===== config.mk =====
export PLATFORM = sky130hd
export DESIGN_NAME = mc_control_unit
export DESIGN_NICKNAME = d
export VERILOG_FILES = /design/src/rtl/mc_control_unit.sv
export SDC_FILE = /design/constraint.sdc
export NUM_CORES = 1
export LEC_CHECK = 0
export CAP_MARGIN = 20
export CORE_MARGIN = 8
export CORE_UTILIZATION = 46
export CTS_BUF_LIST = sky130_fd_sc_hd__clkbuf_8
export DETAILED_ROUTE_END_ITERATION = 8
export PLACE_DENSITY = 0.95
export SYNTH_ARGS = -nofsm -noshare
export SYNTH_HDL_FRONTEND = slang
export SYNTH_SLANG_ARGS = --single-unit

===== constraint.sdc =====
create_clock -name clk -period 3.3 [get_ports clk]
set_input_delay 0.66 -clock clk [delete_from_list [all_inputs] [get_ports clk]]
set_output_delay 0.66 -clock clk [all_outputs]
set_load 0.05 [all_outputs]

===== src/rtl/mc_control_unit.sv =====
// Multicycle Moore control unit: sequences fetch/decode/memory/execute/writeback,
// owns the NZCV flag register and condition check, and adds a multi-cycle float add.
module mc_control_unit #(
   parameter int unsigned ALUCTRL_W  = 3,
   parameter bit          FLOAT_EN   = 1'b1,
   parameter int unsigned FP_LATENCY = 3
) (
   input  logic                 clk,
   input  logic                 reset,
   input  logic [3:0]           Cond,
   input  logic [1:0]           Op,
   input  logic [5:0]           Funct,
   input  logic [3:0]           Rd,
   input  logic [3:0]           ALUFlags,
   output logic                 PCWrite,
   output logic                 AdrSrc,
   output logic                 MemWrite,
   output logic                 IRWrite,
   output logic [1:0]           ResultSrc,
   output logic                 ALUSrcA,
   output logic [1:0]           ALUSrcB,
   output logic [1:0]           ImmSrc,
   output logic [1:0]           RegSrc,
   output logic                 RegWrite,
   output logic [ALUCTRL_W-1:0] ALUControl,
   output logic [3:0]           Flags,
   output logic                 FPBusy,
   output logic                 Undef,
   output logic [3:0]           State
);

   localparam int unsigned CNT_W = 4;
   localparam int unsigned OP_W  = 3;

   typedef enum logic [3:0] {
      S_FETCH  = 4'd0,
      S_DECODE = 4'd1,
      S_MEMADR = 4'd2,
      S_MEMRD  = 4'd3,
      S_MEMWB  = 4'd4,
      S_MEMWR  = 4'd5,
      S_EXECR  = 4'd6,
      S_EXECI  = 4'd7,
      S_ALUWB  = 4'd8,
      S_BRANCH = 4'd9,
      S_FPEXEC = 4'd10
   } state_t;

   state_t           r_state;
   state_t           w_next;
   logic [CNT_W-1:0] r_fp_cnt;
   logic [3:0]       r_flags;

   logic [3:0]       w_f41;
   logic             w_is_cmp;
   logic             w_is_float;
   logic             w_alu_known;
   logic [OP_W-1:0]  w_alu_op;
   logic             w_undef_instr;
   logic             w_cond_ex;
   logic [1:0]       w_flag_w;
   logic             w_exec_last;
   logic             w_fp_done;

   logic             w_pc_write;
   logic             w_mem_write;
   logic             w_ir_write;
   logic             w_reg_write;
   logic             w_undef;
   logic [OP_W-1:0]  w_alu_sel;

   // Data-processing decode from Funct
   assign w_f41      = Funct[4:1];
   assign w_is_cmp   = (w_f41 == 4'b1010);
   assign w_is_float = FLOAT_EN && (w_f41 == 4'b1100) && !Funct[5];

   always_comb begin
      w_alu_known = 1'b1;
      w_alu_op    = OP_W'(0);
      case (w_f41)
         4'b0100: w_alu_op = OP_W'(0);
         4'b0101: w_alu_op = OP_W'(1);
         4'b0010: w_alu_op = OP_W'(2);
         4'b1010: w_alu_op = OP_W'(2);
         4'b0000: w_alu_op = OP_W'(3);
         default: w_alu_known = 1'b0;
      endcase
   end

   assign w_undef_instr = (Op == 2'b11) || ((Op == 2'b00) && !(w_alu_known || w_is_float));

   // ARM condition table against the stored NZCV
   always_comb begin
      w_cond_ex = 1'b1;
      case (Cond)
         4'b0000: w_cond_ex = r_flags[2];
         4'b0001: w_cond_ex = !r_flags[2];
         4'b0010: w_cond_ex = r_flags[1];
         4'b0011: w_cond_ex = !r_flags[1];
         4'b0100: w_cond_ex = r_flags[3];
         4'b0101: w_cond_ex = !r_flags[3];
         4'b0110: w_cond_ex = r_flags[0];
         4'b0111: w_cond_ex = !r_flags[0];
         4'b1000: w_cond_ex = r_flags[1] && !r_flags[2];
         4'b1001: w_cond_ex = !r_flags[1] || r_flags[2];
         4'b1010: w_cond_ex = (r_flags[3] == r_flags[0]);
         4'b1011: w_cond_ex = (r_flags[3] != r_flags[0]);
         4'b1100: w_cond_ex = !r_flags[2] && (r_flags[3] == r_flags[0]);
         4'b1101: w_cond_ex = r_flags[2] || (r_flags[3] != r_flags[0]);
         default: w_cond_ex = 1'b1;
      endcase
   end

   assign w_flag_w    = w_is_cmp ? 2'b11
                      : {Funct[0], Funct[0] && ((w_f41 == 4'b0100) || (w_f41 == 4'b0010))};
   assign w_fp_done   = (r_fp_cnt == '0);
   assign w_exec_last = (r_state == S_EXECR) || (r_state == S_EXECI)
                     || ((r_state == S_FPEXEC) && w_fp_done);

   always_ff @(posedge clk or negedge reset) begin
      if (!reset) begin
         r_state <= S_FETCH;
      end else begin
         r_state <= w_next;
      end
   end

   // Float latency counter: loaded on entry, exit when it reaches zero
   always_ff @(posedge clk or negedge reset) begin
      if (!reset) begin
         r_fp_cnt <= '0;
      end else if ((r_state == S_DECODE) && (w_next == S_FPEXEC)) begin
         r_fp_cnt <= CNT_W'(FP_LATENCY - 1);
      end else if ((r_state == S_FPEXEC) && !w_fp_done) begin
         r_fp_cnt <= r_fp_cnt - CNT_W'(1);
      end
   end

   always_ff @(posedge clk or negedge reset) begin
      if (!reset) begin
         r_flags <= 4'b0000;
      end else if (w_exec_last && w_cond_ex) begin
         if (w_flag_w[1]) r_flags[3:2] <= ALUFlags[3:2];
         if (w_flag_w[0]) r_flags[1:0] <= ALUFlags[1:0];
      end
   end

   always_comb begin
      w_next      = S_FETCH;
      w_pc_write  = 1'b0;
      w_mem_write = 1'b0;
      w_ir_write  = 1'b0;
      w_reg_write = 1'b0;
      w_undef     = 1'b0;
      AdrSrc      = 1'b0;
      ResultSrc   = 2'b00;
      ALUSrcA     = 1'b0;
      ALUSrcB     = 2'b00;
      w_alu_sel   = OP_W'(0);
      FPBusy      = 1'b0;
      case (r_state)
         S_FETCH: begin
            w_next     = S_DECODE;
            w_ir_write = 1'b1;
            w_pc_write = 1'b1;
            ALUSrcA    = 1'b1;
            ALUSrcB    = 2'b10;
            ResultSrc  = 2'b10;
         end
         S_DECODE: begin
            ALUSrcA = 1'b1;
            ALUSrcB = 2'b10;
            ResultSrc = 2'b10;
            if (w_undef_instr) begin
               w_next  = S_FETCH;
               w_undef = 1'b1;
            end else if (Op == 2'b01) begin
               w_next = S_MEMADR;
            end else if (Op == 2'b10) begin
               w_next = S_BRANCH;
            end else if (Funct[5]) begin
               w_next = S_EXECI;
            end else if (w_is_float) begin
               w_next = S_FPEXEC;
            end else begin
               w_next = S_EXECR;
            end
         end
         S_MEMADR: begin
            w_next  = Funct[0] ? S_MEMRD : S_MEMWR;
            ALUSrcB = 2'b01;
         end
         S_MEMRD: begin
            w_next = S_MEMWB;
            AdrSrc = 1'b1;
         end
         S_MEMWB: begin
            ResultSrc   = 2'b01;
            w_reg_write = w_cond_ex;
            w_pc_write  = w_cond_ex && (Rd == 4'hF);
         end
         S_MEMWR: begin
            AdrSrc      = 1'b1;
            w_mem_write = w_cond_ex;
         end
         S_EXECR, S_EXECI: begin
            w_next    = w_is_cmp ? S_FETCH : S_ALUWB;
            ALUSrcB   = (r_state == S_EXECI) ? 2'b01 : 2'b00;
            w_alu_sel = w_alu_op;
         end
         S_FPEXEC: begin
            w_next    = w_fp_done ? S_ALUWB : S_FPEXEC;
            w_alu_sel = OP_W'(4);
            FPBusy    = 1'b1;
         end
         S_ALUWB: begin
            w_reg_write = w_cond_ex;
            w_pc_write  = w_cond_ex && (Rd == 4'hF);
         end
         S_BRANCH: begin
            ALUSrcB    = 2'b01;
            ResultSrc  = 2'b10;
            w_pc_write = w_cond_ex;
         end
         default: w_next = S_FETCH;
      endcase
   end

   // Immediate format and register-read select follow the instruction class
   always_comb begin
      ImmSrc = 2'b00;
      RegSrc = 2'b00;
      case (Op)
         2'b01: begin ImmSrc = 2'b01; RegSrc = 2'b10; end
         2'b10: begin ImmSrc = 2'b10; RegSrc = 2'b01; end
         default: begin ImmSrc = 2'b00; RegSrc = 2'b00; end
      endcase
   end

   assign PCWrite    = w_pc_write  && reset;
   assign MemWrite   = w_mem_write && reset;
   assign IRWrite    = w_ir_write  && reset;
   assign RegWrite   = w_reg_write && reset;
   assign Undef      = w_undef     && reset;
   assign ALUControl = ALUCTRL_W'(w_alu_sel);
   assign Flags      = r_flags;
   assign State      = r_state;

endmodule


==> results of run 1 <==
## per-stage QoR
step	hold WS [ps]	utilization, %	total power [W]	TNS (ps)
floorplan	364.4	-	0.0009510	0
global placement	495.7	75.79	0.001273	-217.2
detailed placement	501.8	75.79	0.001312	-308.6
CTS	513.0	78.53	0.001483	0
global route	526.5	78.76	0.001551	0
finish	516.8	78.76	0.001483	0
## cells in the mapped netlist, drive strengths merged (3+ instances only)
| library cell | n | share of area, % |
|---|---|---|
| nand3 | 4 | 1.9 |
| mux2 | 4 | 4.9 |
| nand2 | 9 | 3.2 |
| xor2 | 3 | 2.5 |
| inv | 9 | 3.2 |
| buf | 4 | 2.1 |
| nor2b | 3 | 2.5 |
| o21ai | 5 | 2.7 |
| nand2b | 5 | 2.9 |
| nor3 | 11 | 5.2 |
| nor2 | 10 | 3.5 |
| nor4 | 3 | 1.8 |
| xnor2 | 5 | 4.1 |
| dfrtp | 12 | 28 |
| mux2i | 4 | 3.8 |
| clkbuf | 4 | 1.4 |
## final timing paths
check | slack (ps) | start | cells past startpoint | end
worst min-delay path | 520 | r_fp_cnt[1] | 1 | r_fp_cnt[1]
min in group asynchronous | 700 | reset | 1 | Flags[0]
worst max register to register | 920 | State[1] | 6 | Flags[1]
worst min register to register | 520 | r_fp_cnt[1] | 1 | r_fp_cnt[1]
worst max-delay path | 150 | Cond[3] | 9 | MemWrite
max in group asynchronous | 2160 | reset | 2 | State[1]
## timing repair
| item | CTS | global route |
|---|---|---|
| endpoints found under the hold margin | 0 | 0 |
| gates resized for setup | 2 | 2 |
| hold buffers | 0 | 0 |
| pin swaps | 1 | 1 |
| endpoints found under the setup margin | 3 | 3 |
| buffers inserted | 0 | 0 |
| cloned | 0 | 0 |
## worst register-to-register path: cells and delay by family, from the launching register on
kind / cells / cell delay (ps)
muxes: 1 / 330
and+or+nand+nor: 3 / 790
AOI/OAI and AO/OA: 2 / 420
DFF: 1 / 720
## registers in the layout (all words and copies together), names as in the netlist
| signal | flops |
|---|---|
| Flags | 4 |
| State | 4 |
| r_fp_cnt | 4 |
## cell families after synthesis
group                      after synthesis  share of synthesized area, %
AOI/OAI and AO/OA                       23                         16.71
xor gates and xnor gates                 8                         6.588
adders and majority gates                2                         2.353
buffers and inverters                   17                         6.705
DFF                                     12                         28.24
muxes                                    9                         10.82
and+or+nand+nor                         55                         28.59
## power by group
group | internal (W) | total, W | switching (W) | leakage (nW)
sequential | 0.000198 | 0.000318 | 0.000120 | 0.157
clock | 0.000105 | 0.000159 | 0.0000535 | 0.0288
combinational | 0.000388 | 0.00101 | 0.000618 | 0.548
## per-layer routing
metal,up-vias,wire [um],track usage [%]
li1,563,-,-
met1,560,1381,19.86
met2,61,1921,32.12
met3,12,227,4.007
met4,0,69,2.786
met5,-,0,0
## cell type report
| cell class | count | area [sq um] | share of cell area, % |
|---|---|---|---|
| clock buffers | 4 | 55.05 | 3.191 |
| inverters | 9 | 33.78 | 1.958 |
| multi-input cells | 97 | 726.9 | 42.13 |
| flip-flops and latches | 12 | 300.3 | 17.40 |
| well taps | 28 | 35.03 | 2.030 |
| repair buffers | 54 | 574.3 | 33.29 |
==> impl_metrics.tcl, run 1 <==
set metrics [dict create \
    n_fill_cell 148 \
    die_area_sq_um 4107 \
    path_delay_family "buffers and inverters" \
    maxSlewHeadroom_pct 60.28 \
    clock_skew_ps 1.916 \
    diodes 0 \
    fin_crit_ps 3151 \
    die_h_um 64.09 \
    wl_per_cell_um 17.65 \
    path_common_cell "nand2_1" \
    antenna_left 0 \
    crit_path_end_kind "output port" \
    place.gp.congestion 0.8878 \
    setup_slack_ps 149.3 \
    place_ws_ps -161.5 \
    route.detailed.drc 0 \
    grt.total_usage_pct 17.34 \
    clock-sinks 12 \
    synth-seq-cells 12 \
    rsz0062_at_grt "no" \
    setup_violations 0 \
    final_common_cell "clkdlybuf4s50_1" \
    root_buffer "clkbuf_8" \
    ys_types 46 \
    htree_levels 1 \
    hold_violations 0 \
    nets 201 \
    synth_cells 126 \
    grt_pass1_wl_mm 5.961 \
    vias 1196 \
    drive_gt1_share_pct 15.34 \
    path_class "primary input to output port" \
    die_w_um 64.09 \
    drt_iter0_drc 49 \
    netlist_area_sq_um 1064 \
    synth-seq-area-share_pct 28.24 \
    critPathMaxFanout 2 \
    status "completed" \
    numCtsBuffers 3 \
    coreArea_sq_um 2191 \
    slowest_delay_ps 500 \
    cp.required_ps 2640 \
    hp-class "flop to flop" \
    grt_pass1_vias 1193 \
    first_pass_iters 4 \
    fin_cells 204 \
    final_cell_mix "38 x clkdlybuf4s50_1, 12 x dfrtp_1, 10 x nor2_1" \
    io_buffers 48 \
    clkTransAtPathRegs_ps 50 \
    grt_antenna_before_repair 0 \
    crit_slowest_cell "clkdlybuf4s50_1" \
    leakagePower_nw 0.7334 \
    start_kind "primary input" \
    avgSynthCellArea_sq_um 8.441 \
    areaGrowthSynthToFinish_pct 62.23 \
    vias_per_cell 5.863 \
    drv_slew 0 \
    cap_violations 0 \
    power.density_nw_per_um2 859.4 \
    cp_cell_sequence "clkdlybuf4s50_1, nand2_1, and3b_1, o311ai_1, a31o_1, nand2_1, buf_4, nor3_4, buf_12" \
    grt-ovfl-total 0 \
    syn_nets 150 \
    insertion_delay_ps 240 \
    worstMarginPinSlew_ps 595.8 \
    start_util_pct 48.54 \
    place_inst 200 \
    yosys_warnings 0 \
    cts_max_path_buffers 2 \
    ys.flop_type "dfrtp_1" \
    async_reset_ff_share_pct 100.0 \
    post-route-period-util_pct 95.48 \
    cp.arrival_ps 2490 \
    fmax_mhz 317.4 \
    num_io_pins 49 \
    path_buf_inv 3 \
    synth_edf_count 0 \
    grt_max_degree 16 \
    cts_tree "built" \
    dp_hpwl_mm 2.895 \
    dpl_cell_area_sq_um 1660 \
    ir_worst_vdd_uv 694.7 \
    fin_area_sq_um 1725 \
    routed_wl_mm 3.600 \
    fp-row-count 17 \
]
No activity file was read; power rests on OpenSTA's default activity.
==> run 2: changes to the inputs <==
CORE_UTILIZATION = 43   (was 46)
GPL_TIMING_DRIVEN = 0   (was unset)
PLACE_DENSITY = 0.91   (was 0.95)
clock period = 3.5 ns   (was 3.3 ns; I/O delays follow)
==> impl_metrics.tcl, run 2 (synthesized netlist as in run 1, its figures left out) <==
set metrics [dict create \
    fmax_mhz 298.2 \
    grt_max_degree 17 \
    path_delay_family "buffers and inverters" \
    route.detailed.drc 0 \
    cp.required_ps 2800 \
    reg2regPathDepth 8 \
    num_io_pins 49 \
    grt_antenna_before_repair 0 \
    setup_slack_ps 146.5 \
    hold_violations 0 \
    cp_num_cells 8 \
    clkTransAtPathRegs_ps 50 \
    cts_max_path_buffers 2 \
    grt-ovfl-total 0 \
    die_area_sq_um 4320 \
    n_fill_cell 208 \
    die_w_um 65.73 \
    fin_crit_ps 3353 \
    fin_area_sq_um 1635 \
    routed_wl_mm 3.359 \
    path_common_cell "nand2_1" \
    vias 1178 \
    dp_hpwl_mm 2.791 \
    final_common_cell "clkdlybuf4s50_1" \
    die_h_um 65.73 \
    start_util_pct 44.13 \
    cap_violations 0 \
    final_cell_mix "39 x clkdlybuf4s50_1, 12 x dfrtp_1, 11 x nor3_1" \
    leakagePower_nw 0.6845 \
    postCtsHoldBufs 0 \
    critPathMaxFanout 5 \
    reg2reg_slack_ps 1390 \
    place_inst 202 \
    io_buffers 46 \
    worstMarginPinSlew_ps 657.2 \
    holdPathStages 1 \
    post-route-period-util_pct 95.81 \
    place.gp.congestion 0.9157 \
    multi_input_area_sq_um 710.7 \
    grt.total_usage_pct 16.15 \
    first_pass_iters 4 \
    setup_violations 0 \
    fp-row-count 18 \
    antenna_left 0 \
    clock-sinks 12 \
    crit_path_end_kind "output port" \
    root_buffer "clkbuf_8" \
    hp-class "flop to flop" \
    diodes 0 \
    place_ws_ps -892.7 \
    cts_tree "built" \
    cp_cell_sequence "clkdlybuf4s50_1, nand2_1, and3b_1, o311ai_1, a31o_1, nand2_1, a2111oi_4, buf_6" \
    htree_levels 1 \
    crit_slowest_cell "clkdlybuf4s50_1" \
    grt_pass1_wl_mm 5.733 \
    regArea_sq_um 300.3 \
    wl_per_cell_um 16.23 \
    drive_gt1_share_pct 10.17 \
    path_class "primary input to output port" \
    insertion_delay_ps 230 \
    areaGrowthSynthToFinish_pct 53.76 \
    coreArea_sq_um 2410 \
    drt_iter0_drc 48 \
    vias_per_cell 5.691 \
    cp.arrival_ps 2650 \
    fin_cells 207 \
    drv_slew 0 \
    power.density_nw_per_um2 813.9 \
    clock_skew_ps 1.197 \
    status "completed" \
    path_buf_inv 2 \
    nets 202 \
    rsz0062_at_grt "no" \
    dpl_cell_area_sq_um 1568 \
    start_kind "primary input" \
    numCtsBuffers 3 \
    slowest_delay_ps 550 \
    grt_pass1_vias 1237 \
    maxSlewHeadroom_pct 56.19 \
    ir_worst_vdd_uv 736.6 \
]
## run 2: cell types whose count changed in the layout (fill, tap and decap cells not counted), sizes merged
| cell | before | now |
|---|---|---|
| buf | 13 | 7 |
| clkbuf | 4 | 9 |
| dlygate4sd2 | 1 | 3 |
| clkdlybuf4s50 | 38 | 39 |
| dlymetal6s2s | 2 | 1 |
## run 2: path summary, 6_finish.rpt
kind | from | end
worst max-delay path | Cond[3] | RegWrite
worst min-delay path | r_fp_cnt[1] | r_fp_cnt[1]
worst max register to register | r_fp_cnt[0] | Flags[0]
worst min register to register | r_fp_cnt[1] | r_fp_cnt[1]
max in group asynchronous | reset | State[3]
min in group asynchronous | reset | r_fp_cnt[1]
## run 2: what timing repair did
item,in CTS,in global routing
setup endpoints to repair,5,3
setup buffers,0,1
pin swaps,0,2
gates resized for setup,19,5
## run 2: where the power goes
group | internal (W) | switching, W | leakage [nW]
clock | 0.0000991 | 0.0000471 | 0.0288
sequential | 0.000188 | 0.0000528 | 0.157
combinational | 0.000329 | 0.000615 | 0.499
## run 2: area by class of cell
| class | instances | share of cell area (%) |
|---|---|---|
| multi-input combinational | 97 | 43.46 |
| buffer | 8 | 2.295 |
| clock buffer | 4 | 3.366 |
| tap | 30 | 2.295 |
| timing repair buffer | 47 | 28.16 |
| sequential | 12 | 18.36 |
| inverter | 9 | 2.066 |
## run 2: per-layer routing
layer | up-vias | wire (um) | part of all wire, % | track usage, %
li1 | 559 | - | - | -
met1 | 573 | 1256 | 37 | 16.72
met2 | 39 | 1832 | 55 | 30.33
met3 | 7 | 217 | 6.5 | 4.932
met4 | 0 | 53 | 1.6 | 4.360
met5 | - | 0 | 0 | 0
## run 2: stage by stage
step / power, W / utilization (%) / TNS, ps / hold WS [ps]
global route: 0.001409 / 67.86 / 0 / 566.7
global placement: 0.001151 / 65.06 / -1868 / 507.1
CTS: 0.001335 / 67.50 / -28.34 / 543.8
detailed placement: 0.001182 / 65.06 / -2086 / 532.1
finish: 0.001331 / 67.86 / 0 / 535.4
floorplan: 0.0008814 / - / 0 / 404.4
## run 2: worst reg2reg max path: stages (launching register included)
cell and delay [ps]:
dfrtp_1 380, inv_1 110, ha_1 160, or3b_1 420, o21ai_1 170, o21ai_2 100
nor3_1 200, nand2_1 120, mux2_1 330
==> run 3: changes to the inputs <==
GPL_ROUTABILITY_DRIVEN = 1   (was unset)
==> results of run 3 <==
Final layout, timing and power as in run 2 (identical DEF).
